## config.mk

```make
export PLATFORM = sky130hd
export DESIGN_NAME = axi_xbar_1ton_flat
export DESIGN_NICKNAME = d
export VERILOG_FILES = /design/src/rtl/axi_xbar_pkg.sv /design/src/rtl/axi_xbar_1ton_if.sv /design/src/rtl/axi_xbar_decode.sv /design/src/rtl/axi_xbar_1ton.sv /design/src/flat_wrapper.sv
export SDC_FILE = /design/constraint.sdc
export NUM_CORES = 1
export LEC_CHECK = 0
export ABC_CLOCK_PERIOD_IN_PS = 1300
export BUFFER_PORTS_ARGS = -buffer_cell sky130_fd_sc_hd__buf_2
export CAP_MARGIN = 30
export CORE_AREA = 5 5 227 229
export CTS_CLUSTER_DIAMETER = 60
export CTS_CLUSTER_SIZE = 25
export DETAILED_ROUTE_END_ITERATION = 8
export DIE_AREA = 0 0 232 234
export GPL_ROUTABILITY_DRIVEN = 0
export SETUP_SLACK_MARGIN = 0.5
export SYNTH_ARGS = -nofsm -noshare
export SYNTH_HDL_FRONTEND = slang
export SYNTH_SLANG_ARGS = --single-unit
```

## constraint.sdc

```tcl
create_clock -name clock -period 1.3 [get_ports clock]
set_clock_uncertainty 0.05 [all_clocks]
set_input_delay 0.26 -clock clock [delete_from_list [all_inputs] [get_ports clock]]
set_output_delay 0.26 -clock clock [all_outputs]
set_load 0.02 [all_outputs]
```

## src/rtl/axi_xbar_pkg.sv

```systemverilog
// Shared constants and FSM state types for the 1-to-N AXI4 crossbar.
package axi_xbar_pkg;

  localparam logic [1:0] RESP_OKAY   = 2'b00;
  localparam logic [1:0] RESP_EXOKAY = 2'b01;
  localparam logic [1:0] RESP_SLVERR = 2'b10;
  localparam logic [1:0] RESP_DECERR = 2'b11;

  localparam logic [1:0] BURST_FIXED = 2'b00;
  localparam logic [1:0] BURST_INCR  = 2'b01;
  localparam logic [1:0] BURST_WRAP  = 2'b10;

  typedef enum logic {RD_IDLE, RD_RESP} rd_state_e;
  typedef enum logic [1:0] {WR_IDLE, WR_DATA, WR_RESP} wr_state_e;

endpackage

```

## src/rtl/axi_xbar_1ton_if.sv

```systemverilog
// Upstream AXI4 bus between the core-side arbiter (master) and the crossbar (slave).
interface axi_xbar_1ton_if #(
  parameter int unsigned ADDR_W = 32,
  parameter int unsigned DATA_W = 32,
  parameter int unsigned ID_W   = 4
);
  logic              arvalid, arready;
  logic [ADDR_W-1:0] araddr;
  logic [ID_W-1:0]   arid;
  logic [7:0]        arlen;
  logic [2:0]        arsize;
  logic [1:0]        arburst;

  logic              rvalid, rready;
  logic [DATA_W-1:0] rdata;
  logic [1:0]        rresp;
  logic [ID_W-1:0]   rid;
  logic              rlast;

  logic              awvalid, awready;
  logic [ADDR_W-1:0] awaddr;
  logic [ID_W-1:0]   awid;
  logic [7:0]        awlen;
  logic [2:0]        awsize;
  logic [1:0]        awburst;

  logic                wvalid, wready;
  logic [DATA_W-1:0]   wdata;
  logic [DATA_W/8-1:0] wstrb;
  logic                wlast;

  logic              bvalid, bready;
  logic [1:0]        bresp;
  logic [ID_W-1:0]   bid;

  modport master (
    output arvalid, araddr, arid, arlen, arsize, arburst, rready,
           awvalid, awaddr, awid, awlen, awsize, awburst,
           wvalid, wdata, wstrb, wlast, bready,
    input  arready, rvalid, rdata, rresp, rid, rlast,
           awready, wready, bvalid, bresp, bid
  );

  modport slave (
    input  arvalid, araddr, arid, arlen, arsize, arburst, rready,
           awvalid, awaddr, awid, awlen, awsize, awburst,
           wvalid, wdata, wstrb, wlast, bready,
    output arready, rvalid, rdata, rresp, rid, rlast,
           awready, wready, bvalid, bresp, bid
  );
endinterface

```

## src/rtl/axi_xbar_decode.sv

```systemverilog
// Address/capability decode: one-hot select of the lowest-index hitting slave, or miss.
module axi_xbar_decode import axi_xbar_pkg::*; #(
  parameter int unsigned              N_SLV     = 3,
  parameter int unsigned              ADDR_W    = 32,
  parameter int unsigned              DATA_W    = 32,
  parameter logic [N_SLV*ADDR_W-1:0]  SLV_BASE  = '0,
  parameter logic [N_SLV*ADDR_W-1:0]  SLV_MASK  = '0,
  parameter logic [N_SLV-1:0]         SLV_BURST = '1
) (
  input  logic [ADDR_W-1:0] addr,
  input  logic [7:0]        len,
  input  logic [2:0]        size,
  input  logic [1:0]        burst,
  output logic [N_SLV-1:0]  sel,
  output logic              miss
);

  localparam logic [2:0] FULL_SIZE = 3'($clog2(DATA_W / 8));

  logic simple;
  logic found;

  assign simple = (len == 8'd0) && (size == FULL_SIZE) && (burst == BURST_INCR);

  // The first hit decides; a non-burst slave hit by a burst is a miss, not a fallthrough.
  always_comb begin
    sel   = '0;
    miss  = 1'b1;
    found = 1'b0;
    for (int unsigned i = 0; i < N_SLV; i++) begin
      if (!found && ((addr & SLV_MASK[i*ADDR_W +: ADDR_W]) == SLV_BASE[i*ADDR_W +: ADDR_W])) begin
        found = 1'b1;
        if (SLV_BURST[i] || simple) begin
          sel[i] = 1'b1;
          miss   = 1'b0;
        end
      end
    end
  end

endmodule

```

## src/rtl/axi_xbar_1ton.sv

```systemverilog
// AXI4 1-to-N demux with internal DECERR responder; one outstanding read and write.
// Optional performance counters are compiled in with the AXI_XBAR_PERF_EN macro.
module axi_xbar_1ton import axi_xbar_pkg::*; #(
  parameter int unsigned             N_SLV     = 3,
  parameter int unsigned             ADDR_W    = 32,
  parameter int unsigned             DATA_W    = 32,
  parameter int unsigned             ID_W      = 4,
  parameter logic [N_SLV*ADDR_W-1:0] SLV_BASE  = '0,
  parameter logic [N_SLV*ADDR_W-1:0] SLV_MASK  = '0,
  parameter logic [N_SLV-1:0]        SLV_BURST = '1
) (
  input  logic                     clock,
  input  logic                     reset,
  axi_xbar_1ton_if.slave           in,
  output logic [N_SLV-1:0]         m_arvalid,
  input  logic [N_SLV-1:0]         m_arready,
  output logic [ADDR_W-1:0]        m_araddr,
  output logic [ID_W-1:0]          m_arid,
  output logic [7:0]               m_arlen,
  output logic [2:0]               m_arsize,
  output logic [1:0]               m_arburst,
  input  logic [N_SLV-1:0]         m_rvalid,
  output logic [N_SLV-1:0]         m_rready,
  input  logic [N_SLV*DATA_W-1:0]  m_rdata,
  input  logic [N_SLV*2-1:0]       m_rresp,
  input  logic [N_SLV*ID_W-1:0]    m_rid,
  input  logic [N_SLV-1:0]         m_rlast,
  output logic [N_SLV-1:0]         m_awvalid,
  input  logic [N_SLV-1:0]         m_awready,
  output logic [ADDR_W-1:0]        m_awaddr,
  output logic [ID_W-1:0]          m_awid,
  output logic [7:0]               m_awlen,
  output logic [2:0]               m_awsize,
  output logic [1:0]               m_awburst,
  output logic [N_SLV-1:0]         m_wvalid,
  input  logic [N_SLV-1:0]         m_wready,
  output logic [DATA_W-1:0]        m_wdata,
  output logic [DATA_W/8-1:0]      m_wstrb,
  output logic                     m_wlast,
  input  logic [N_SLV-1:0]         m_bvalid,
  output logic [N_SLV-1:0]         m_bready,
  input  logic [N_SLV*2-1:0]       m_bresp,
  input  logic [N_SLV*ID_W-1:0]    m_bid,
  output logic [31:0]              perf_rd_cnt,
  output logic [31:0]              perf_wr_cnt,
  output logic [31:0]              perf_err_cnt
);

  rd_state_e rd_state, rd_next;
  wr_state_e wr_state, wr_next;

  logic [N_SLV-1:0] ar_sel, aw_sel, rd_sel, wr_sel;
  logic             ar_miss, aw_miss, rd_miss, wr_miss;
  logic [ID_W-1:0]  rd_id, wr_id;
  logic [7:0]       rd_cnt;
  logic             ar_fire, r_fire, r_last_fire, aw_fire, w_last_fire, b_fire;

  axi_xbar_decode #(.N_SLV(N_SLV), .ADDR_W(ADDR_W), .DATA_W(DATA_W),
                    .SLV_BASE(SLV_BASE), .SLV_MASK(SLV_MASK), .SLV_BURST(SLV_BURST))
    u_ar_dec (.addr(in.araddr), .len(in.arlen), .size(in.arsize), .burst(in.arburst),
              .sel(ar_sel), .miss(ar_miss));

  axi_xbar_decode #(.N_SLV(N_SLV), .ADDR_W(ADDR_W), .DATA_W(DATA_W),
                    .SLV_BASE(SLV_BASE), .SLV_MASK(SLV_MASK), .SLV_BURST(SLV_BURST))
    u_aw_dec (.addr(in.awaddr), .len(in.awlen), .size(in.awsize), .burst(in.awburst),
              .sel(aw_sel), .miss(aw_miss));

  assign m_araddr  = in.araddr;
  assign m_arid    = in.arid;
  assign m_arlen   = in.arlen;
  assign m_arsize  = in.arsize;
  assign m_arburst = in.arburst;
  assign m_awaddr  = in.awaddr;
  assign m_awid    = in.awid;
  assign m_awlen   = in.awlen;
  assign m_awsize  = in.awsize;
  assign m_awburst = in.awburst;
  assign m_wdata   = in.wdata;
  assign m_wstrb   = in.wstrb;
  assign m_wlast   = in.wlast;

  assign ar_fire     = in.arvalid & in.arready;
  assign r_fire      = in.rvalid & in.rready;
  assign r_last_fire = r_fire & in.rlast;
  assign aw_fire     = in.awvalid & in.awready;
  assign w_last_fire = in.wvalid & in.wready & in.wlast;
  assign b_fire      = in.bvalid & in.bready;

  // ---------------- read path ----------------
  always_ff @(posedge clock) begin
    if (reset) rd_state <= RD_IDLE;
    else       rd_state <= rd_next;
  end

  always_comb begin
    rd_next = rd_state;
    case (rd_state)
      RD_IDLE: if (ar_fire)     rd_next = RD_RESP;
      RD_RESP: if (r_last_fire) rd_next = RD_IDLE;
      default:                  rd_next = RD_IDLE;
    endcase
  end

  always_comb begin
    m_arvalid  = '0;
    m_rready   = '0;
    in.arready = 1'b0;
    in.rvalid  = 1'b0;
    in.rdata   = '0;
    in.rresp   = RESP_OKAY;
    in.rid     = '0;
    in.rlast   = 1'b0;
    case (rd_state)
      RD_IDLE: begin
        m_arvalid  = ar_sel & {N_SLV{in.arvalid}};
        in.arready = ar_miss | (|(m_arready & ar_sel));
      end
      RD_RESP: begin
        if (rd_miss) begin
          in.rvalid = 1'b1;
          in.rresp  = RESP_DECERR;
          in.rid    = rd_id;
          in.rlast  = (rd_cnt == 8'd0);
        end else begin
          m_rready = rd_sel & {N_SLV{in.rready}};
          for (int unsigned i = 0; i < N_SLV; i++) begin
            if (rd_sel[i]) begin
              in.rvalid = m_rvalid[i];
              in.rdata  = m_rdata[i*DATA_W +: DATA_W];
              in.rresp  = m_rresp[i*2 +: 2];
              in.rid    = m_rid[i*ID_W +: ID_W];
              in.rlast  = m_rlast[i];
            end
          end
        end
      end
      default: ;
    endcase
  end

  always_ff @(posedge clock) begin
    if (reset) begin
      rd_sel  <= '0;
      rd_miss <= 1'b0;
      rd_id   <= '0;
      rd_cnt  <= '0;
    end else if (ar_fire) begin
      rd_sel  <= ar_sel;
      rd_miss <= ar_miss;
      rd_id   <= in.arid;
      rd_cnt  <= in.arlen;
    end else if (r_fire && rd_miss) begin
      rd_cnt  <= rd_cnt - 8'd1;
    end
  end

  // ---------------- write path ----------------
  always_ff @(posedge clock) begin
    if (reset) wr_state <= WR_IDLE;
    else       wr_state <= wr_next;
  end

  always_comb begin
    wr_next = wr_state;
    case (wr_state)
      WR_IDLE: if (aw_fire)     wr_next = WR_DATA;
      WR_DATA: if (w_last_fire) wr_next = WR_RESP;
      WR_RESP: if (b_fire)      wr_next = WR_IDLE;
      default:                  wr_next = WR_IDLE;
    endcase
  end

  always_comb begin
    m_awvalid  = '0;
    m_wvalid   = '0;
    m_bready   = '0;
    in.awready = 1'b0;
    in.wready  = 1'b0;
    in.bvalid  = 1'b0;
    in.bresp   = RESP_OKAY;
    in.bid     = '0;
    case (wr_state)
      WR_IDLE: begin
        m_awvalid  = aw_sel & {N_SLV{in.awvalid}};
        in.awready = aw_miss | (|(m_awready & aw_sel));
      end
      WR_DATA: begin
        if (wr_miss) begin
          in.wready = 1'b1;
        end else begin
          m_wvalid  = wr_sel & {N_SLV{in.wvalid}};
          in.wready = |(m_wready & wr_sel);
        end
      end
      WR_RESP: begin
        if (wr_miss) begin
          in.bvalid = 1'b1;
          in.bresp  = RESP_DECERR;
          in.bid    = wr_id;
        end else begin
          m_bready = wr_sel & {N_SLV{in.bready}};
          for (int unsigned i = 0; i < N_SLV; i++) begin
            if (wr_sel[i]) begin
              in.bvalid = m_bvalid[i];
              in.bresp  = m_bresp[i*2 +: 2];
              in.bid    = m_bid[i*ID_W +: ID_W];
            end
          end
        end
      end
      default: ;
    endcase
  end

  always_ff @(posedge clock) begin
    if (reset) begin
      wr_sel  <= '0;
      wr_miss <= 1'b0;
      wr_id   <= '0;
    end else if (aw_fire) begin
      wr_sel  <= aw_sel;
      wr_miss <= aw_miss;
      wr_id   <= in.awid;
    end
  end

  // ---------------- performance counters ----------------
`ifdef AXI_XBAR_PERF_EN
  logic rd_err, wr_err;
  assign rd_err = r_last_fire & in.rresp[1];
  assign wr_err = b_fire & in.bresp[1];

  always_ff @(posedge clock) begin
    if (reset) begin
      perf_rd_cnt  <= '0;
      perf_wr_cnt  <= '0;
      perf_err_cnt <= '0;
    end else begin
      perf_rd_cnt  <= perf_rd_cnt + 32'(r_last_fire);
      perf_wr_cnt  <= perf_wr_cnt + 32'(b_fire);
      perf_err_cnt <= perf_err_cnt + 32'(rd_err) + 32'(wr_err);
    end
  end
`else
  assign perf_rd_cnt  = '0;
  assign perf_wr_cnt  = '0;
  assign perf_err_cnt = '0;
`endif

endmodule

```

## src/flat_wrapper.sv

```systemverilog
// flat-port wrapper written by rule: the top's interface ports become plain ports
module axi_xbar_1ton_flat import axi_xbar_pkg::*;
#(
  parameter int unsigned             N_SLV     = 3,
  parameter int unsigned             ADDR_W    = 32,
  parameter int unsigned             DATA_W    = 32,
  parameter int unsigned             ID_W      = 4,
  parameter logic [N_SLV*ADDR_W-1:0] SLV_BASE  = '0,
  parameter logic [N_SLV*ADDR_W-1:0] SLV_MASK  = '0,
  parameter logic [N_SLV-1:0]        SLV_BURST = '1
)
  (clock, reset, m_arvalid, m_arready, m_araddr, m_arid, m_arlen, m_arsize, m_arburst, m_rvalid, m_rready, m_rdata, m_rresp, m_rid, m_rlast, m_awvalid, m_awready, m_awaddr, m_awid, m_awlen, m_awsize, m_awburst, m_wvalid, m_wready, m_wdata, m_wstrb, m_wlast, m_bvalid, m_bready, m_bresp, m_bid, perf_rd_cnt, perf_wr_cnt, perf_err_cnt, in_arvalid, in_araddr, in_arid, in_arlen, in_arsize, in_arburst, in_rready, in_awvalid, in_awaddr, in_awid, in_awlen, in_awsize, in_awburst, in_wvalid, in_wdata, in_wstrb, in_wlast, in_bready, in_arready, in_rvalid, in_rdata, in_rresp, in_rid, in_rlast, in_awready, in_wready, in_bvalid, in_bresp, in_bid);
  axi_xbar_1ton_if #(.ADDR_W(ADDR_W), .DATA_W(DATA_W), .ID_W(ID_W)) in_i ();
  input  logic clock;
  input  logic reset;
  output logic [N_SLV-1:0] m_arvalid;
  input  logic [N_SLV-1:0] m_arready;
  output logic [ADDR_W-1:0] m_araddr;
  output logic [ID_W-1:0] m_arid;
  output logic [7:0] m_arlen;
  output logic [2:0] m_arsize;
  output logic [1:0] m_arburst;
  input  logic [N_SLV-1:0] m_rvalid;
  output logic [N_SLV-1:0] m_rready;
  input  logic [N_SLV*DATA_W-1:0] m_rdata;
  input  logic [N_SLV*2-1:0] m_rresp;
  input  logic [N_SLV*ID_W-1:0] m_rid;
  input  logic [N_SLV-1:0] m_rlast;
  output logic [N_SLV-1:0] m_awvalid;
  input  logic [N_SLV-1:0] m_awready;
  output logic [ADDR_W-1:0] m_awaddr;
  output logic [ID_W-1:0] m_awid;
  output logic [7:0] m_awlen;
  output logic [2:0] m_awsize;
  output logic [1:0] m_awburst;
  output logic [N_SLV-1:0] m_wvalid;
  input  logic [N_SLV-1:0] m_wready;
  output logic [DATA_W-1:0] m_wdata;
  output logic [DATA_W/8-1:0] m_wstrb;
  output logic m_wlast;
  input  logic [N_SLV-1:0] m_bvalid;
  output logic [N_SLV-1:0] m_bready;
  input  logic [N_SLV*2-1:0] m_bresp;
  input  logic [N_SLV*ID_W-1:0] m_bid;
  output logic [31:0] perf_rd_cnt;
  output logic [31:0] perf_wr_cnt;
  output logic [31:0] perf_err_cnt;
  input wire logic [$bits(in_i.arvalid)-1:0] in_arvalid;
  input wire logic [$bits(in_i.araddr)-1:0] in_araddr;
  input wire logic [$bits(in_i.arid)-1:0] in_arid;
  input wire logic [$bits(in_i.arlen)-1:0] in_arlen;
  input wire logic [$bits(in_i.arsize)-1:0] in_arsize;
  input wire logic [$bits(in_i.arburst)-1:0] in_arburst;
  input wire logic [$bits(in_i.rready)-1:0] in_rready;
  input wire logic [$bits(in_i.awvalid)-1:0] in_awvalid;
  input wire logic [$bits(in_i.awaddr)-1:0] in_awaddr;
  input wire logic [$bits(in_i.awid)-1:0] in_awid;
  input wire logic [$bits(in_i.awlen)-1:0] in_awlen;
  input wire logic [$bits(in_i.awsize)-1:0] in_awsize;
  input wire logic [$bits(in_i.awburst)-1:0] in_awburst;
  input wire logic [$bits(in_i.wvalid)-1:0] in_wvalid;
  input wire logic [$bits(in_i.wdata)-1:0] in_wdata;
  input wire logic [$bits(in_i.wstrb)-1:0] in_wstrb;
  input wire logic [$bits(in_i.wlast)-1:0] in_wlast;
  input wire logic [$bits(in_i.bready)-1:0] in_bready;
  output wire logic [$bits(in_i.arready)-1:0] in_arready;
  output wire logic [$bits(in_i.rvalid)-1:0] in_rvalid;
  output wire logic [$bits(in_i.rdata)-1:0] in_rdata;
  output wire logic [$bits(in_i.rresp)-1:0] in_rresp;
  output wire logic [$bits(in_i.rid)-1:0] in_rid;
  output wire logic [$bits(in_i.rlast)-1:0] in_rlast;
  output wire logic [$bits(in_i.awready)-1:0] in_awready;
  output wire logic [$bits(in_i.wready)-1:0] in_wready;
  output wire logic [$bits(in_i.bvalid)-1:0] in_bvalid;
  output wire logic [$bits(in_i.bresp)-1:0] in_bresp;
  output wire logic [$bits(in_i.bid)-1:0] in_bid;
  assign in_i.arvalid = in_arvalid;
  assign in_i.araddr = in_araddr;
  assign in_i.arid = in_arid;
  assign in_i.arlen = in_arlen;
  assign in_i.arsize = in_arsize;
  assign in_i.arburst = in_arburst;
  assign in_i.rready = in_rready;
  assign in_i.awvalid = in_awvalid;
  assign in_i.awaddr = in_awaddr;
  assign in_i.awid = in_awid;
  assign in_i.awlen = in_awlen;
  assign in_i.awsize = in_awsize;
  assign in_i.awburst = in_awburst;
  assign in_i.wvalid = in_wvalid;
  assign in_i.wdata = in_wdata;
  assign in_i.wstrb = in_wstrb;
  assign in_i.wlast = in_wlast;
  assign in_i.bready = in_bready;
  assign in_arready = in_i.arready;
  assign in_rvalid = in_i.rvalid;
  assign in_rdata = in_i.rdata;
  assign in_rresp = in_i.rresp;
  assign in_rid = in_i.rid;
  assign in_rlast = in_i.rlast;
  assign in_awready = in_i.awready;
  assign in_wready = in_i.wready;
  assign in_bvalid = in_i.bvalid;
  assign in_bresp = in_i.bresp;
  assign in_bid = in_i.bid;
  axi_xbar_1ton #(.N_SLV(N_SLV), .ADDR_W(ADDR_W), .DATA_W(DATA_W), .ID_W(ID_W), .SLV_BASE(SLV_BASE), .SLV_MASK(SLV_MASK), .SLV_BURST(SLV_BURST)) u_core (.clock(clock), .reset(reset), .in(in_i), .m_arvalid(m_arvalid), .m_arready(m_arready), .m_araddr(m_araddr), .m_arid(m_arid), .m_arlen(m_arlen), .m_arsize(m_arsize), .m_arburst(m_arburst), .m_rvalid(m_rvalid), .m_rready(m_rready), .m_rdata(m_rdata), .m_rresp(m_rresp), .m_rid(m_rid), .m_rlast(m_rlast), .m_awvalid(m_awvalid), .m_awready(m_awready), .m_awaddr(m_awaddr), .m_awid(m_awid), .m_awlen(m_awlen), .m_awsize(m_awsize), .m_awburst(m_awburst), .m_wvalid(m_wvalid), .m_wready(m_wready), .m_wdata(m_wdata), .m_wstrb(m_wstrb), .m_wlast(m_wlast), .m_bvalid(m_bvalid), .m_bready(m_bready), .m_bresp(m_bresp), .m_bid(m_bid), .perf_rd_cnt(perf_rd_cnt), .perf_wr_cnt(perf_wr_cnt), .perf_err_cnt(perf_err_cnt));
endmodule
```

==> impl_metrics.tcl <==
set metrics [dict create \
    grt_pass1_wl_microns 10100 \
    comb_power_share_pct 49.0 \
    synth_flop_cell "dfxtp_1" \
    drive_gt1_share_pct 62.7 \
    min_from "reset" \
    r2r_start "u_core.wr_state[0]" \
    ios 588 \
    synthArstFlopShare_pct 0 \
    clock_power_share_pct 38.5 \
    crit_slowest_cell "dfxtp_4" \
    rsz0062_at_grt "true" \
    grt_start_max_net_pins 27 \
    fp.dieH_microns 234 \
    fin_area_sq_um 3340 \
    startpoint_type "register" \
    max_stage_delay_ps 460 \
    antenna_found_initial 1 \
    finalMaxSlewViolations 0 \
    ir_drop_v 0.000274 \
    portBuffers 113 \
    grt_pass1_vias 1506 \
    vias 1707 \
    seq_power_share_pct 12.4 \
    maxCapViolCount 0 \
    holdPathStages 2 \
    synth_cell_type_count 21 \
    critical_path_depth 3 \
    synth_common_cells "buf_4, and3_1, and2_1, clkbuf_1, dfxtp_1" \
    antenna_cells 0 \
    critPathTopFamily "flip-flops" \
    power_per_cell_area_nw_per_um2 438 \
    layout_setup_ws_ps -169 \
    grt_overflow 0 \
    final_core_util_pct 6.75 \
    p_leak_uw 0.00138 \
    clock_sinks 5 \
    critPathArrivalTime_ps 1160 \
    drtIter0Drc 11 \
    drt-total-wl_microns 8870 \
    cts_buffers 3 \
    clockRootBuffer "clkbuf_16" \
    vias_per_cell 1.73 \
    synth_area_leader_cell "buf_4" \
    failed_checks "setup timing" \
    drc 0 \
    synth.yosys.warnings 0 \
    holdWs_ps 158 \
    p_sw_share_pct 43.2 \
    die_w_microns 232 \
    worst_skew_pair.late_latency_ps 240 \
    fmax_mhz 681 \
    worst-path-buf-inv 2 \
    syn_area_sq_um 2410 \
    met1_usage_pct 1.12 \
    gr-usage-all-layers_pct 2.78 \
    required_ps 990 \
    coreArea_sq_um 49500 \
    clkTransAtPathRegs_ps 40 \
    critPathCaptureType "output port" \
    hold_buffers 0 \
    clock_path_buffers 2 \
    fin_tns_setup_ps -7970 \
    nNetsFinal 607 \
    grt_busiest_layer "met2" \
    htree_levels 1 \
    setup-violations-final 53 \
    synth.avg_cell_area_sq_um 7.39 \
    ys_top_cells_by_area "buf_4, and3_1, dfxtp_1, and2_1, clkbuf_1" \
    final_antenna_net_count 0 \
    place_ws_ps 42.8 \
    intPower_uw 830 \
    met3_usage_pct 1.97 \
    status "finished, violations left" \
    cp-startpoint "u_core.rd_sel[0]" \
    critical_path_class "register to output port" \
    rows 82 \
    fillerInstances 5807 \
    period_share_pct 113 \
    hold_viol 0 \
    use_met2_pct 5.25 \
    synth_top_cell_area_share_pct 75.1 \
    start_util_pct 4.87 \
    switchingPower_uw 630 \
    synth-edff-count 0 \
    die_area_sq_um 54300 \
    r2r_cells 4 \
    place_hpwl_microns 7480 \
    dr.pass1.iters 2 \
    syn_to_final_growth_pct 38.5 \
    ys_ff_latch 5 \
    hp-class "input pin to register" \
    cp_cell_sequence "clkbuf_16 > and3_4 > buf_6" \
    cts_tree "yes" \
    syn_inst 326 \
    synth_most_common_cell "buf_4" \
    synth-seq-area-share_pct 4.16 \
    post-route-min-period_ps 1470 \
    wl_per_cell_microns 9.00 \
    placed_area_sq_um 2730 \
    crit_path_max_fanout 6 \
]
## per-layer routing
layer | up-vias | routed length [microns]
met5 | - | 0
met4 | 0 | 1180
met3 | 82 | 1720
met2 | 263 | 4580
met1 | 695 | 1390
li1 | 667 | -
## kinds of logic after synthesis
group                  Yosys count  synth area share [%]
buffers and inverters          251                  76.7
and+or+nand+nor                 63                  17.4
AOI/OAI and AO/OA                6                  1.61
DFF                              5                  4.16
other                            1                 0.156
## registers in the layout, indices dropped and copies added, names as in the netlist
name	flops
u_core.rd_sel	1
u_core.wr_sel	1
u_core.wr_state	2
u_core.rd_state	1
## power by group through the flow
stage | Combinational, uW | Sequential (uW) | Clock, uW
floorplan | 1280 | 184 | 0
global placement | 596 | 176 | 0
detailed placement | 599 | 176 | 0
CTS | 659 | 177 | 591
global route | 769 | 183 | 615
finish | 716 | 182 | 562
## repair_timing
item | 4_1_cts | 5_1_grt
endpoints found under the setup margin | 61 | 60
pin swaps | 12 | 12
cloned | 1 | 3
resized for setup | 116 | 10
buffers inserted | 1 | 2
## final timing paths
| path | endpoint | slack (ps) |
|---|---|---|
| setup / recovery | in_rdata[13] | -170 |
| hold / removal | u_core.wr_sel[0] | 160 |
| setup reg to reg | u_core.wr_state[0] | 80 |
| hold reg to reg | u_core.wr_sel[0] | 560 |
## cell usage in the layout (no fill, tap or decap), types with 2 or more instances in the layout
cell,n
buf_12,4
nor2b_4,2
dfxtp_4,2
buf_6,58
buf_2,56
buf_4,6
and4b_1,2
clkbuf_16,5
a21oi_2,2
nor3b_2,2
conb_1,106
dfxtp_2,2
and2_4,8
and3_4,40
## metrics by stage
stage                     instances  total power (uW)
after floorplan                 431              1470
after global placement          975               771
after detailed placement        975               775
after CTS                       981              1430
after global routing            986              1570
final                           986              1460
## layout make-up
type	count	area (sq um)	area share, %
clock buffers	4	78.8	2.36
inverters	2	7.51	0.225
multi-input cells	175	1150	34.4
flip-flops and latches	5	110	3.30
well taps	672	841	25.2
repair buffers	128	1150	34.5
Power figures use the tool's default switching activity.
